===== config.mk =====
export PLATFORM = sky130hd
export DESIGN_NAME = wb_ctrl_flat
export DESIGN_NICKNAME = d
export VERILOG_FILES = /design/src/rtl/ctrl_pkg.sv /design/src/rtl/wb_ctrl_if.sv /design/src/rtl/mem_timer.sv /design/src/rtl/wb_ctrl.sv /design/src/flat_wrapper.sv
export SDC_FILE = /design/constraint.sdc
export NUM_CORES = 1
export LEC_CHECK = 0
export CAP_MARGIN = 20
export CORE_MARGIN = 1
export CORE_UTILIZATION = 58
export CTS_CLUSTER_DIAMETER = 120
export DETAILED_ROUTE_END_ITERATION = 10
export DONT_BUFFER_PORTS = 1
export GPL_ROUTABILITY_DRIVEN = 0
export GPL_TIMING_DRIVEN = 0
export PLACE_DENSITY = 0.74
export SKIP_CTS_REPAIR_TIMING = 1
export SYNTH_ARGS = -nofsm -noshare
export SYNTH_HDL_FRONTEND = slang
export SYNTH_HIERARCHICAL = 1
export SYNTH_SLANG_ARGS = --single-unit

===== constraint.sdc =====
create_clock -name clk -period 3.2 [get_ports clk]
set_input_delay 0.8 -clock clk [delete_from_list [all_inputs] [get_ports clk]]
set_output_delay 0.8 -clock clk [all_outputs]
set_load 0.02 [all_outputs]

===== src/rtl/ctrl_pkg.sv =====
// Shared types and constants for the writeback/sequencing controller.
package ctrl_pkg;

  localparam int unsigned INST_W  = 9;
  localparam int unsigned OPC_MSB = 8;
  localparam int unsigned OPC_LSB = 4;

  typedef enum logic [4:0] {
    OP_NOP    = 5'h00,
    OP_MOV    = 5'h01,
    OP_LDR    = 5'h02,
    OP_STR    = 5'h03,
    OP_ALU_LO = 5'h04,
    OP_ALU_HI = 5'h0F,
    OP_LDA    = 5'h10,
    OP_HALT   = 5'h1F
  } opcode_t;

  typedef enum logic [1:0] {
    StIdle,
    StMem,
    StWb,
    StHalt
  } state_t;

  function automatic logic is_alu(logic [4:0] opc);
    return (opc >= OP_ALU_LO) && (opc <= OP_ALU_HI);
  endfunction

endpackage


===== src/rtl/wb_ctrl_if.sv =====
// Instruction handshake, memory strobes and register-file controls of wb_ctrl.
interface wb_ctrl_if
  import ctrl_pkg::*;
#(
  parameter int unsigned A     = 4,
  parameter int unsigned CNT_W = 16
) ();

  logic              inst_valid;
  logic [INST_W-1:0] inst;
  logic              inst_ready;
  logic              mem_ready;
  logic              Mem_Read;
  logic              Mem_Write;
  logic              Acc_Load;
  logic              Write_En;
  logic              from_ALU;
  logic              from_Acc;
  logic              from_Mem;
  logic [A-1:0]      address;
  logic              Done;
  logic              illegal;
  logic              mem_err;
  logic [CNT_W-1:0]  retired;

  modport master (
    output inst_valid, inst, mem_ready,
    input  inst_ready, Mem_Read, Mem_Write, Acc_Load, Write_En,
    input  from_ALU, from_Acc, from_Mem, address, Done, illegal, mem_err, retired
  );

  modport slave (
    input  inst_valid, inst, mem_ready,
    output inst_ready, Mem_Read, Mem_Write, Acc_Load, Write_En,
    output from_ALU, from_Acc, from_Mem, address, Done, illegal, mem_err, retired
  );

endinterface


===== src/rtl/mem_timer.sv =====
// Counts MEM-state cycles; expired is high during the TIMEOUT-th counted cycle.
module mem_timer #(
  parameter int unsigned TIMEOUT = 16
) (
  input  logic clk,
  input  logic Reset,
  input  logic clear,
  input  logic enable,
  output logic expired
);

  localparam int unsigned W = $clog2(TIMEOUT);
  localparam logic [W-1:0] LastCnt = W'(TIMEOUT - 1);

  logic [W-1:0] count_q, count_d;

  always_comb begin
    count_d = count_q;
    if (clear) begin
      count_d = '0;
    end else if (enable && (count_q != LastCnt)) begin
      count_d = count_q + W'(1);
    end
  end

  always_ff @(posedge clk or posedge Reset) begin
    if (Reset) begin
      count_q <= '0;
    end else begin
      count_q <= count_d;
    end
  end

  assign expired = (count_q == LastCnt);

endmodule


===== src/rtl/wb_ctrl.sv =====
// Writeback/sequencing controller: accepts decoded instructions, runs the data-memory
// access and drives register-file write enable, source selects and address.
module wb_ctrl
  import ctrl_pkg::*;
#(
  parameter int unsigned A       = 4,
  parameter int unsigned TIMEOUT = 16,
  parameter int unsigned CNT_W   = 16
) (
  input  logic       clk,
  input  logic       Reset,
  wb_ctrl_if.slave   bus
);

  state_t            state_q, state_d;
  logic [INST_W-1:0] inst_q, inst_d;
  logic [CNT_W-1:0]  retired_q;
  logic              done_q, illegal_q, mem_err_q;
  logic              retire, set_done, set_illegal, set_mem_err;
  logic              tmr_clr, tmr_en, tmr_expired;
  logic              accept;
  logic [4:0]        opc_in, opc_q;

  assign opc_in = bus.inst[OPC_MSB:OPC_LSB];
  assign opc_q  = inst_q[OPC_MSB:OPC_LSB];

  assign bus.inst_ready = (state_q == StIdle) && !Reset;
  assign accept         = bus.inst_valid && bus.inst_ready;

  mem_timer #(
    .TIMEOUT (TIMEOUT)
  ) u_mem_timer (
    .clk     (clk),
    .Reset   (Reset),
    .clear   (tmr_clr),
    .enable  (tmr_en),
    .expired (tmr_expired)
  );

  always_comb begin
    state_d     = state_q;
    inst_d      = inst_q;
    retire      = 1'b0;
    set_done    = 1'b0;
    set_illegal = 1'b0;
    set_mem_err = 1'b0;
    tmr_clr     = 1'b0;
    tmr_en      = 1'b0;
    unique case (state_q)
      StIdle: begin
        if (accept) begin
          inst_d  = bus.inst;
          tmr_clr = 1'b1;
          if (opc_in == OP_NOP) begin
            retire = 1'b1;
          end else if ((opc_in == OP_MOV) || (opc_in == OP_LDA) || is_alu(opc_in)) begin
            state_d = StWb;
          end else if ((opc_in == OP_LDR) || (opc_in == OP_STR)) begin
            state_d = StMem;
          end else if (opc_in == OP_HALT) begin
            state_d  = StHalt;
            retire   = 1'b1;
            set_done = 1'b1;
          end else begin
            set_illegal = 1'b1;
          end
        end
      end
      StMem: begin
        tmr_en = 1'b1;
        // Completion takes priority over a timeout landing in the same cycle.
        if (bus.mem_ready) begin
          if (opc_q == OP_LDR) begin
            state_d = StWb;
          end else begin
            state_d = StIdle;
            retire  = 1'b1;
          end
        end else if (tmr_expired) begin
          state_d     = StIdle;
          set_mem_err = 1'b1;
        end
      end
      StWb: begin
        state_d = StIdle;
        retire  = 1'b1;
      end
      StHalt: begin
        state_d = StHalt;
      end
    endcase
  end

  always_comb begin
    bus.Mem_Read  = 1'b0;
    bus.Mem_Write = 1'b0;
    bus.Acc_Load  = 1'b0;
    bus.Write_En  = 1'b0;
    bus.from_ALU  = 1'b0;
    bus.from_Acc  = 1'b0;
    bus.from_Mem  = 1'b0;
    unique case (state_q)
      StMem: begin
        bus.Mem_Read  = (opc_q == OP_LDR);
        bus.Mem_Write = (opc_q == OP_STR);
      end
      StWb: begin
        if (opc_q == OP_MOV) begin
          bus.Write_En = 1'b1;
          bus.from_Acc = 1'b1;
        end else if (opc_q == OP_LDR) begin
          bus.Write_En = 1'b1;
          bus.from_Mem = 1'b1;
          bus.Mem_Read = 1'b1;
        end else if (opc_q == OP_LDA) begin
          bus.Acc_Load = 1'b1;
        end else if (is_alu(opc_q)) begin
          bus.Write_En = 1'b1;
          bus.from_ALU = 1'b1;
        end
      end
      StIdle, StHalt: begin
      end
    endcase
  end

  always_ff @(posedge clk or posedge Reset) begin
    if (Reset) begin
      state_q   <= StIdle;
      inst_q    <= '0;
      retired_q <= '0;
      done_q    <= 1'b0;
      illegal_q <= 1'b0;
      mem_err_q <= 1'b0;
    end else begin
      state_q   <= state_d;
      inst_q    <= inst_d;
      done_q    <= done_q | set_done;
      illegal_q <= illegal_q | set_illegal;
      mem_err_q <= mem_err_q | set_mem_err;
      if (retire && (retired_q != {CNT_W{1'b1}})) begin
        retired_q <= retired_q + CNT_W'(1);
      end
    end
  end

  assign bus.address = inst_q[A-1:0];
  assign bus.Done    = done_q;
  assign bus.illegal = illegal_q;
  assign bus.mem_err = mem_err_q;
  assign bus.retired = retired_q;

endmodule


===== src/flat_wrapper.sv =====
// flat-port wrapper written by rule: the top's interface ports become plain ports
module wb_ctrl_flat import ctrl_pkg::*;
#(
  parameter int unsigned A       = 4,
  parameter int unsigned TIMEOUT = 16,
  parameter int unsigned CNT_W   = 16
)
  (clk, Reset, bus_inst_valid, bus_inst, bus_mem_ready, bus_inst_ready, bus_Mem_Read, bus_Mem_Write, bus_Acc_Load, bus_Write_En, bus_from_ALU, bus_from_Acc, bus_from_Mem, bus_address, bus_Done, bus_illegal, bus_mem_err, bus_retired);
  wb_ctrl_if #(.A(A), .CNT_W(CNT_W)) bus_i ();
  input  logic clk;
  input  logic Reset;
  input wire logic [$bits(bus_i.inst_valid)-1:0] bus_inst_valid;
  input wire logic [$bits(bus_i.inst)-1:0] bus_inst;
  input wire logic [$bits(bus_i.mem_ready)-1:0] bus_mem_ready;
  output wire logic [$bits(bus_i.inst_ready)-1:0] bus_inst_ready;
  output wire logic [$bits(bus_i.Mem_Read)-1:0] bus_Mem_Read;
  output wire logic [$bits(bus_i.Mem_Write)-1:0] bus_Mem_Write;
  output wire logic [$bits(bus_i.Acc_Load)-1:0] bus_Acc_Load;
  output wire logic [$bits(bus_i.Write_En)-1:0] bus_Write_En;
  output wire logic [$bits(bus_i.from_ALU)-1:0] bus_from_ALU;
  output wire logic [$bits(bus_i.from_Acc)-1:0] bus_from_Acc;
  output wire logic [$bits(bus_i.from_Mem)-1:0] bus_from_Mem;
  output wire logic [$bits(bus_i.address)-1:0] bus_address;
  output wire logic [$bits(bus_i.Done)-1:0] bus_Done;
  output wire logic [$bits(bus_i.illegal)-1:0] bus_illegal;
  output wire logic [$bits(bus_i.mem_err)-1:0] bus_mem_err;
  output wire logic [$bits(bus_i.retired)-1:0] bus_retired;
  assign bus_i.inst_valid = bus_inst_valid;
  assign bus_i.inst = bus_inst;
  assign bus_i.mem_ready = bus_mem_ready;
  assign bus_inst_ready = bus_i.inst_ready;
  assign bus_Mem_Read = bus_i.Mem_Read;
  assign bus_Mem_Write = bus_i.Mem_Write;
  assign bus_Acc_Load = bus_i.Acc_Load;
  assign bus_Write_En = bus_i.Write_En;
  assign bus_from_ALU = bus_i.from_ALU;
  assign bus_from_Acc = bus_i.from_Acc;
  assign bus_from_Mem = bus_i.from_Mem;
  assign bus_address = bus_i.address;
  assign bus_Done = bus_i.Done;
  assign bus_illegal = bus_i.illegal;
  assign bus_mem_err = bus_i.mem_err;
  assign bus_retired = bus_i.retired;
  wb_ctrl #(.A(A), .TIMEOUT(TIMEOUT), .CNT_W(CNT_W)) u_core (.clk(clk), .Reset(Reset), .bus(bus_i));
endmodule

* Word level (Yosys, flattened, before mapping)
Index checks and enable logic that the tools add are counted.
** Word-level totals
- Register bits after elaboration :: 34
- Memories :: 0
- Input port bits :: 13
- RAM bits :: 0
- Latch bits :: 0
- Bits in read-only memories :: 0
- Output and inout bits :: 31
** Cells by class
- Order comparisons :: 4
- Reductions and logical operators :: 15
- Shift operators :: 0
- Bitwise operators :: 3
- Add/subtract/negate cells :: 2
- Div/mod/pow operators :: 0
- Equality and inequality tests :: 19
- Multiplexer cells :: 53
- Multipliers :: 0
** Operator list (count)
- 1-bit two-way mux :: 40
- 5-bit by 2-bit == test with 1-bit output (second input constant) :: 4
- 16-bit by 1-bit adder with 16-bit output (second input constant) :: 1
- 2-bit two-way mux :: 8
- 16-bit != test (second input constant) :: 1
- 5-bit == test (second input constant) :: 3
- 5-bit by 1-bit == test with 1-bit output (second input constant) :: 2
- 5-bit by 3-bit greater-or-equal comparator with 1-bit output (second input constant) :: 2
- 5-bit by 4-bit <= comparator with 1-bit output (second input constant) :: 2
- 4-bit two-way mux :: 2
- 4-bit != test (second input constant) :: 2
- 2-bit case mux with 4 select lines :: 1
- 1-bit logical AND :: 6
- 5-bit zero test :: 1
- 4-bit by 1-bit adder with 4-bit output (second input constant) :: 1
- 2-bit == test (second input constant) :: 2
- 4-bit == test (second input constant) :: 1
- 4-bit AND reduction :: 1
- 1-bit logical OR :: 3
- 3-bit by 2-bit != test with 1-bit output (second input constant) :: 1
- 1-bit OR :: 3
- 1-bit case mux with 3 select lines :: 1
- 2-bit by 1-bit == test with 1-bit output (second input constant) :: 1
- 2-bit zero test :: 1
- other kinds (6) :: 6

* Logic depth before layout (Yosys ltp)
Gate-level depths: netlist of the first run.
- Depth in word-level cells :: 8
- Depth in mapped cells :: 8
- Depth with buffers taken out :: 7

* Modules after synthesis
Netlist of the first run, hierarchy kept.
** By module, submodules not included
- wb_ctrl :: area an instance 1699.1 µm², times used 1, cells each 160, sequential area each 750.7 µm²
- mem_timer :: area an instance 232.7 µm², times used 1, cells each 21, sequential area each 100.1 µm²

* Least setup slack after synthesis of the first run
Ideal clock, no wire load.
- Path kind :: flip-flop to output port
- Start :: register u_core.state_q[0]
- End :: output bus_Write_En
- Data required time :: 2.400 ns
- Arrival :: 1.552 ns
- Stages on the path, launching flop included :: 5
- Path slack :: 0.848 ns
- Buffers on the path :: 0
- Cells stage by stage :: dfrtp_1 -> inv_1 -> ha_1 -> nor3b_1 -> or3_1
** Between the ends
- Word-level cells in the longest chain between the ends :: 2
** RTL lines
- from (decl) :: RTL line wb_ctrl.sv:15 : state_t state_q, state_d;
- from (signal assigned) :: RTL line wb_ctrl.sv:129 : state_q <= StIdle;
- from (signal assigned) :: RTL line wb_ctrl.sv:136 : state_q <= state_d;
- 2-bit == test :: RTL line wb_ctrl.sv:102 : unique case (state_q)
- 1-bit two-way mux :: RTL line wb_ctrl.sv:102
- to (decl) :: RTL line flat_wrapper.sv:19 : output wire logic [$bits(bus_i.Write_En)-1:0] bus_Write_En;
No other way between the ends.

* Worst setup path after layout of the first run
Same ends and word-level chain as after synthesis.

==> out/results.ini, run 1 <==
[status]
status=completed

[logic_synthesis]
synth_edf_count=0
synthTopCellsByArea=dfrtp_1 44%, xnor2_1 6.8%, ha_1 3.9%
seq_area_frac_synth_pct=44.04
async_flop_share_pct=100.0
syn_area_um2=1932
netlist_instances=181
synth_commonest_cells=34 x dfrtp_1, 16 x nand2_1, 15 x xnor2_1
yosysTopAreaCellShare_pct=44.04
yosys_warnings=6
ys.flop_type=dfrtp_1
ys_ff_latch=34
avgSynthCellArea_um2=10.67
yosysMostFrequentCell=dfrtp_1
synth.net_count=200
synth_top_area_cell=dfrtp_1
synth_cell_types=47

[power_and_ir_drop]
p_per_area_nw_per_um2=808.3
vdd_drop_max_uv=402.8
leakage_nw=0.9424
total_power_w=0.001677

[sta]
report.final.slew_viol_count=0
skew_ns=0.009000
worst_pin_slew_ns=0.9356
setup_viol=0
fin_crit_sh_pct=90.68
final-hold-violation-count=0
rsz0062_at_grt=no
slew_headroom_pct=37.05
setup_tns_ns=0
fmax_mhz=344.6
period_needed_ns=2.902

[die]
start_util_pct=62.26
die_h_um=59.71
die_area_um2=3565
core_um2=3103
die_w_um=59.71
rows=20
boundaryPins=44

[global_route]
grt_util_met3_pct=6.710
use_met2_pct=37.30
grt_pass1_wl_um=5878
antenna_found_initial=0
busiest_layer=met2
grt_usage_pct=22.46
grt_util_met1_pct=26.78
gr-total-overflow=0
grt_pass1_vias=1320
grt_max_degree=21

[critical_path]
r2r_end=u_core/bus.retired[10]
cp_slowest_cell=nor3b_1
path_max_fanout=5
worstSetupPathType=reg2out
r2r-start=u_core/state_q[1]
path_cells=inv_1, ha_1, nor3b_1, or3_1
worstPathArrival_ns=2.10
r2r_slack_ns=0.92
max_stage_delay_ns=0.68
worst_r2r_path_depth=8
worstPathRequired_ns=2.40
endpoint_kind=primary output
worst_setup_path_start_kind=flop

[clock_network]
clock_path_buffers=2
htreeDepth=2
cts.clk_slew.worst_paths_ns=0.11
cts_tree=done
clkLatencyLatePin_ns=0.33
cts.sinks=34
cts_inserted_buffers=5
cts-root-buf=clkbuf_4

[cells_and_area]
area_growth_pct=7.383
antennaDiodeCount=0
fillers=257
multi_input_area_um2=991.0
fin_nets=208
seqCellArea_um2=850.8
layout-drive-gt1-share_pct=20.00

[placed_design]
place.detailed.hpwl_um=2773
portBuffers=0

[min_path]
hold_class=in2async

[routing]
drt-total-wl_um=3664
routed_via_density=6.000
firstDrtPassIters=4
drc=0
ant_nets=0
wire_per_inst_um=15.66
routed-via-count=1404
dr.first_iter.drc_count=51

[job]
maxCapViolCount=0

==> cell type report <==
class	count	share of cell area (%)
clock buffers	7	2.654
plain buffers	8	3.257
flip-flops and latches	34	41.01
multi-input cells	133	47.77
repair buffers	1	1.327
clock inverters	1	0.2413
well taps	44	2.654
inverters	6	1.086
==> kinds of logic after synthesis <==
group,count (synthesis),share of synthesized area [%]
and+or+nand+nor,83,25.84
DFF,34,44.04
AOI/OAI and AO/OA,18,8.420
xor gates and xnor gates,15,6.801
buffers and inverters,14,4.663
muxes,11,6.347
adders and majority gates,6,3.886
==> sequential cells by signal (all words and copies together) (netlist names) <==
signal and count:
u_core/bus.mem_err 1, u_core/bus.Done 1, u_core/inst_q 9, u_core/bus.retired 16, u_core/bus.illegal 1, u_core/u_mem_timer/count_q 4, u_core/state_q 2
==> layout by cell type (no fill, tap or decap), types with 3 or more instances in the layout <==
master,instances
dfrtp_1,34
mux2_2,5
nor3b_1,3
nand3_2,4
xnor2_1,15
clkbuf_4,5
ha_1,6
mux2i_1,4
nor4_1,4
buf_4,4
buf_6,3
and3_1,8
a21oi_1,5
nand2_1,16
nor2_1,8
nand2b_1,7
inv_1,6
nand4_1,7
nand3_1,8
==> how the worst max path moves through the flow <==
stage | start | to | slack, ns
after CTS | u_core/state_q[0] | bus_Write_En | 0.27
after global placement | u_core/state_q[0] | bus_Write_En | 0.72
after global routing | u_core/state_q[0] | bus_Write_En | 0.17
after detailed placement | u_core/state_q[0] | bus_Write_En | 0.66
after floorplan | u_core/state_q[0] | bus_Write_En | 0.85
final | u_core/state_q[0] | bus_Write_En | 0.30
==> power by group <==
part           total, W  switching, W  internal (W)
Clock          0.000248      0.000141      0.000106
Combinational  0.000671      0.000363      0.000308
Sequential     0.000758      0.000192      0.000565
==> critical path, delay by kind of cell (launching register included) <==
kind	cells	cell delay, ns
adder cells (fa/ha/maj)	1	0.26
buffers and inverters	1	0.10
flip-flops	1	0.42
AND/OR/NAND/NOR	2	1.00
==> through the flow <==
step	hold slack [ns]	instance area, um2	std cells	utilization, %	setup slack [ns]
after floorplan	0.4469	1932	181	-	0.8483
after global placement	0.4604	1987	225	64.03	0.7185
after detailed placement	0.4720	2014	226	64.92	0.6604
after CTS	0.2192	2074	234	66.85	0.2741
after global routing	0.2153	2074	234	66.85	0.1704
final	0.2268	2074	234	66.85	0.2982
==> layer usage <==
metal,part of all wire [%],up-vias
li1,-,661
met1,43,687
met2,49,48
met3,6.1,8
met4,1.7,0
met5,0,-
(Power assumes the default switching activity.)
==> run 2, diff against run 1 <==
--- a/config.mk
+++ b/config.mk
@@ -5,6 +5,7 @@
 export SDC_FILE = /design/constraint.sdc
 export NUM_CORES = 1
 export LEC_CHECK = 0
+export ABC_AREA = 1
 export CAP_MARGIN = 20
 export CORE_MARGIN = 1
 export CORE_UTILIZATION = 58
@@ -14,7 +15,6 @@
 export GPL_ROUTABILITY_DRIVEN = 0
 export GPL_TIMING_DRIVEN = 0
 export PLACE_DENSITY = 0.74
-export SKIP_CTS_REPAIR_TIMING = 1
 export SYNTH_ARGS = -nofsm -noshare
 export SYNTH_HDL_FRONTEND = slang
 export SYNTH_HIERARCHICAL = 1
==> out/results.ini, run 2 <==
[status]
status=completed

[logic_synthesis]
ys.flop_type=dfrtp_1
synthTopCellsByArea=dfrtp_1 38%, nand2_1 17%, nand3_1 8.1%
yosys_warnings=6  ; unchanged
syn_area_um2=2233  ; +16%
synth_commonest_cells=102 x nand2_1, 36 x nand3_1, 34 x dfrtp_1
ys_ff_latch=34  ; unchanged
yosysMostFrequentCell=nand2_1
synth_edf_count=0  ; unchanged
netlist_instances=301  ; +66%
yosysTopAreaCellShare_pct=38.10  ; -5.9 points
seq_area_frac_synth_pct=38.10  ; -5.9 points
synth_top_area_cell=dfrtp_1
synth.net_count=320  ; +60%
synth_cell_types=30  ; -36%
async_flop_share_pct=100.0  ; unchanged
avgSynthCellArea_um2=7.420  ; -30%

[sta]
report.final.slew_viol_count=0  ; unchanged
skew_ns=0.006980  ; -0.002020 ns
fmax_mhz=393.7  ; +14%
worst_pin_slew_ns=0.7208  ; -0.2148 ns
period_needed_ns=2.540  ; -0.3616 ns
setup_viol=0  ; unchanged
rsz0062_at_grt=no
slew_headroom_pct=51.89  ; +15 points
fin_ws_ns=0.6598  ; +0.3616 ns
setup_tns_ns=0  ; unchanged
final-hold-violation-count=0  ; unchanged
fin_crit_sh_pct=79.38  ; -11 points

[global_route]
grt_max_degree=17  ; -19%
grt_pass1_wl_um=7686  ; +31%
antenna_found_initial=0  ; unchanged
grt_pass1_vias=1643  ; +24%
gr-total-overflow=0  ; unchanged
grt_usage_pct=24.33  ; +1.9 points

[clock_network]
postCtsSetupRepairBufs=0
cts_inserted_buffers=5  ; unchanged
clock_path_buffers=2  ; unchanged
cts_tree=done
clkLatencyLatePin_ns=0.29  ; -0.04 ns
cts_hold_buf=0
cts.sinks=34  ; unchanged
cts-root-buf=clkbuf_8
htreeDepth=2  ; unchanged
cts_resized=0
cts.clk_slew.worst_paths_ns=0.07  ; -0.04 ns

[die]
die_area_um2=4103  ; +15%
start_util_pct=60.55  ; -1.7 points
boundaryPins=44  ; unchanged
core_um2=3689  ; +19%
rows=22  ; +10%
die_h_um=64.06  ; +7.3%
die_w_um=64.06  ; +7.3%

[cells_and_area]
largest_reg_flops=16  ; unchanged
area_growth_pct=8.011
utilization_pct=65.40  ; -1.5 points
multi_input_area_um2=1195  ; +21%
seqCellArea_um2=850.8  ; unchanged
layout_common_cells=102 x nand2_1, 36 x nand3_1, 34 x dfrtp_1
finalNonFillerCells=358  ; +53%
fin_nets=328  ; +58%
layout-drive-gt1-share_pct=15.48  ; -4.5 points
layout_commonest_cell=nand2_1
antennaDiodeCount=0  ; unchanged
fillers=350  ; +36%

[power_and_ir_drop]
p_int_w=0.001014  ; +3.5%
leakage_nw=1.213  ; +29%
p_sw_share_pct=45.18  ; +3.6 points
p_sw_w=0.0008360  ; +20%
total_power_w=0.001850  ; +10%
clkPwrFrac_pct=17.8  ; +3.0 points
power_frac_comb_pct=43.3  ; +3.3 points
p_seq_share_pct=38.9  ; -6.3 points
p_per_area_nw_per_um2=767.0  ; -5.1%
vdd_drop_max_uv=481.0  ; +19%

[critical_path]
endpoint_kind=primary output
path_max_fanout=5  ; unchanged
r2r-start=u_core/state_q[0]
r2r_end=u_core/bus.retired[7]
worst_r2r_path_depth=12  ; +4
worst_setup_path_start_kind=flop
r2r_slack_ns=1.25  ; +0.33 ns
worstSetupPathType=reg2out
worstPathRequired_ns=2.40  ; about the same
worstPathArrival_ns=1.74  ; -0.36 ns

[routing]
drc=0  ; unchanged
wire_per_inst_um=12.89  ; -18%
firstDrtPassIters=4  ; unchanged
routed-via-count=1901  ; +35%
drt-total-wl_um=4615  ; +26%
ant_nets=0  ; unchanged
routed_via_density=5.310  ; -11%
dr.first_iter.drc_count=134  ; +160%

[placed_design]
place_worst_setup_slack_ns=0.9922  ; +0.3318 ns
place.detailed.hpwl_um=3389  ; +22%
portBuffers=0  ; unchanged
dp_cells=350  ; +55%

[min_path]
hold_class=in2async

[job]
maxCapViolCount=0  ; unchanged

run 2: cell count changes in the layout (fill, tap and decap cells not counted), sizes merged, moves of 6 or more:
cell / delta
mux2: -7
and3: -10
nand3: +26
nand2b: -7
inv: +24
nand2: +99
o21ai: +6
nor2: +26
xnor2: -11
run 2: stage by stage:
stage                     cell area (um2)  hold WS (ns)
after floorplan                      2233        0.4500
after global placement               2293        0.4641
after detailed placement             2321        0.4674
after CTS                            2412        0.2715
after global routing                 2412        0.2746
final                                2412        0.2755
run 2: area by class of cell:
class	instances	area share, %
Multi-Input combinational cell	228	49.53
Clock inverter	1	0.2075
Sequential cell	34	35.27
Clock buffer	7	3.579
Inverter	31	5.031
Buffer	8	2.749
Tap cell	48	2.490
Timing Repair Buffer	1	1.141
run 2: critical path, stage by stage, from the launching register on:
cell	delay (ns)
dfrtp_1	0.43
inv_1	0.10
ha_1	0.23
inv_1	0.12
nor3_1	0.57
run 2: logic make-up after synthesis:
group / count (synthesis) / synth area share, %
adder cells (fa/ha/maj): 6 / 3.361
XOR/XNOR: 8 / 3.137
AO/OA/AOI/OAI: 14 / 4.202
AND/OR/NAND/NOR: 200 / 42.80
buffers and inverters: 39 / 8.403
flip-flops: 34 / 38.10
run 2: layer usage:
| layer | part of all wire [%] | up-vias | GRT usage, % |
|---|---|---|---|
| met3 | 4.6 | 6 | 6.607 |
| met1 | 46 | 894 | 32.20 |
| met4 | 1.4 | 0 | 8.523 |
| met5 | 0 | - | 0 |
| met2 | 48 | 35 | 38.03 |
| li1 | - | 966 | - |
run 2: worst max path at each step:
stage / end / slack [ns] / cells past startpoint / from
6_report: bus_Acc_Load / 0.66 / 4 / u_core/state_q[0]
5_1_grt: bus_Acc_Load / 0.54 / 4 / u_core/state_q[0]
4_1_cts: bus_Mem_Write / 0.66 / 4 / u_core/state_q[1]
3_5_place_dp: bus_Acc_Load / 0.99 / 4 / u_core/state_q[0]
3_3_place_gp: bus_Mem_Write / 0.99 / 4 / u_core/state_q[1]
2_1_floorplan: bus_Acc_Load / 1.10 / 4 / u_core/state_q[0]
run 2: power groups by stage:
| stage | clock network (W) | registers, W | logic [W] |
|---|---|---|---|
| 5_1_grt | 0.000360 | 0.000732 | 0.000890 |
| 2_1_floorplan | 0 | 0.000692 | 0.000686 |
| 6_report | 0.000329 | 0.000720 | 0.000802 |
| 4_1_cts | 0.000342 | 0.000717 | 0.000805 |
| 3_3_place_gp | 0 | 0.000719 | 0.000778 |
| 3_5_place_dp | 0 | 0.000723 | 0.000802 |
==> run 3, diff against run 2 <==
==> constraint.sdc (replaced) <==
create_clock -name clk -period 2.54 [get_ports clk]
set_input_delay 0.635 -clock clk [delete_from_list [all_inputs] [get_ports clk]]
set_output_delay 0.635 -clock clk [all_outputs]
set_load 0.02 [all_outputs]
==> results of run 3 <==
The final DEF is identical to that of run 2. Status: completed.
Among the figures that moved: setup slack after placement 0.9922 ns -> 0.4972 ns; setup slack after layout 0.6598 ns -> 0.1648 ns; hold slack 0.2755 ns -> 0.1105 ns; register-to-register setup slack 1.25 ns -> 0.59 ns; total power 0.001850 W -> 0.002331 W; worst IR drop on VDD 481.0 uV -> 606.0 uV
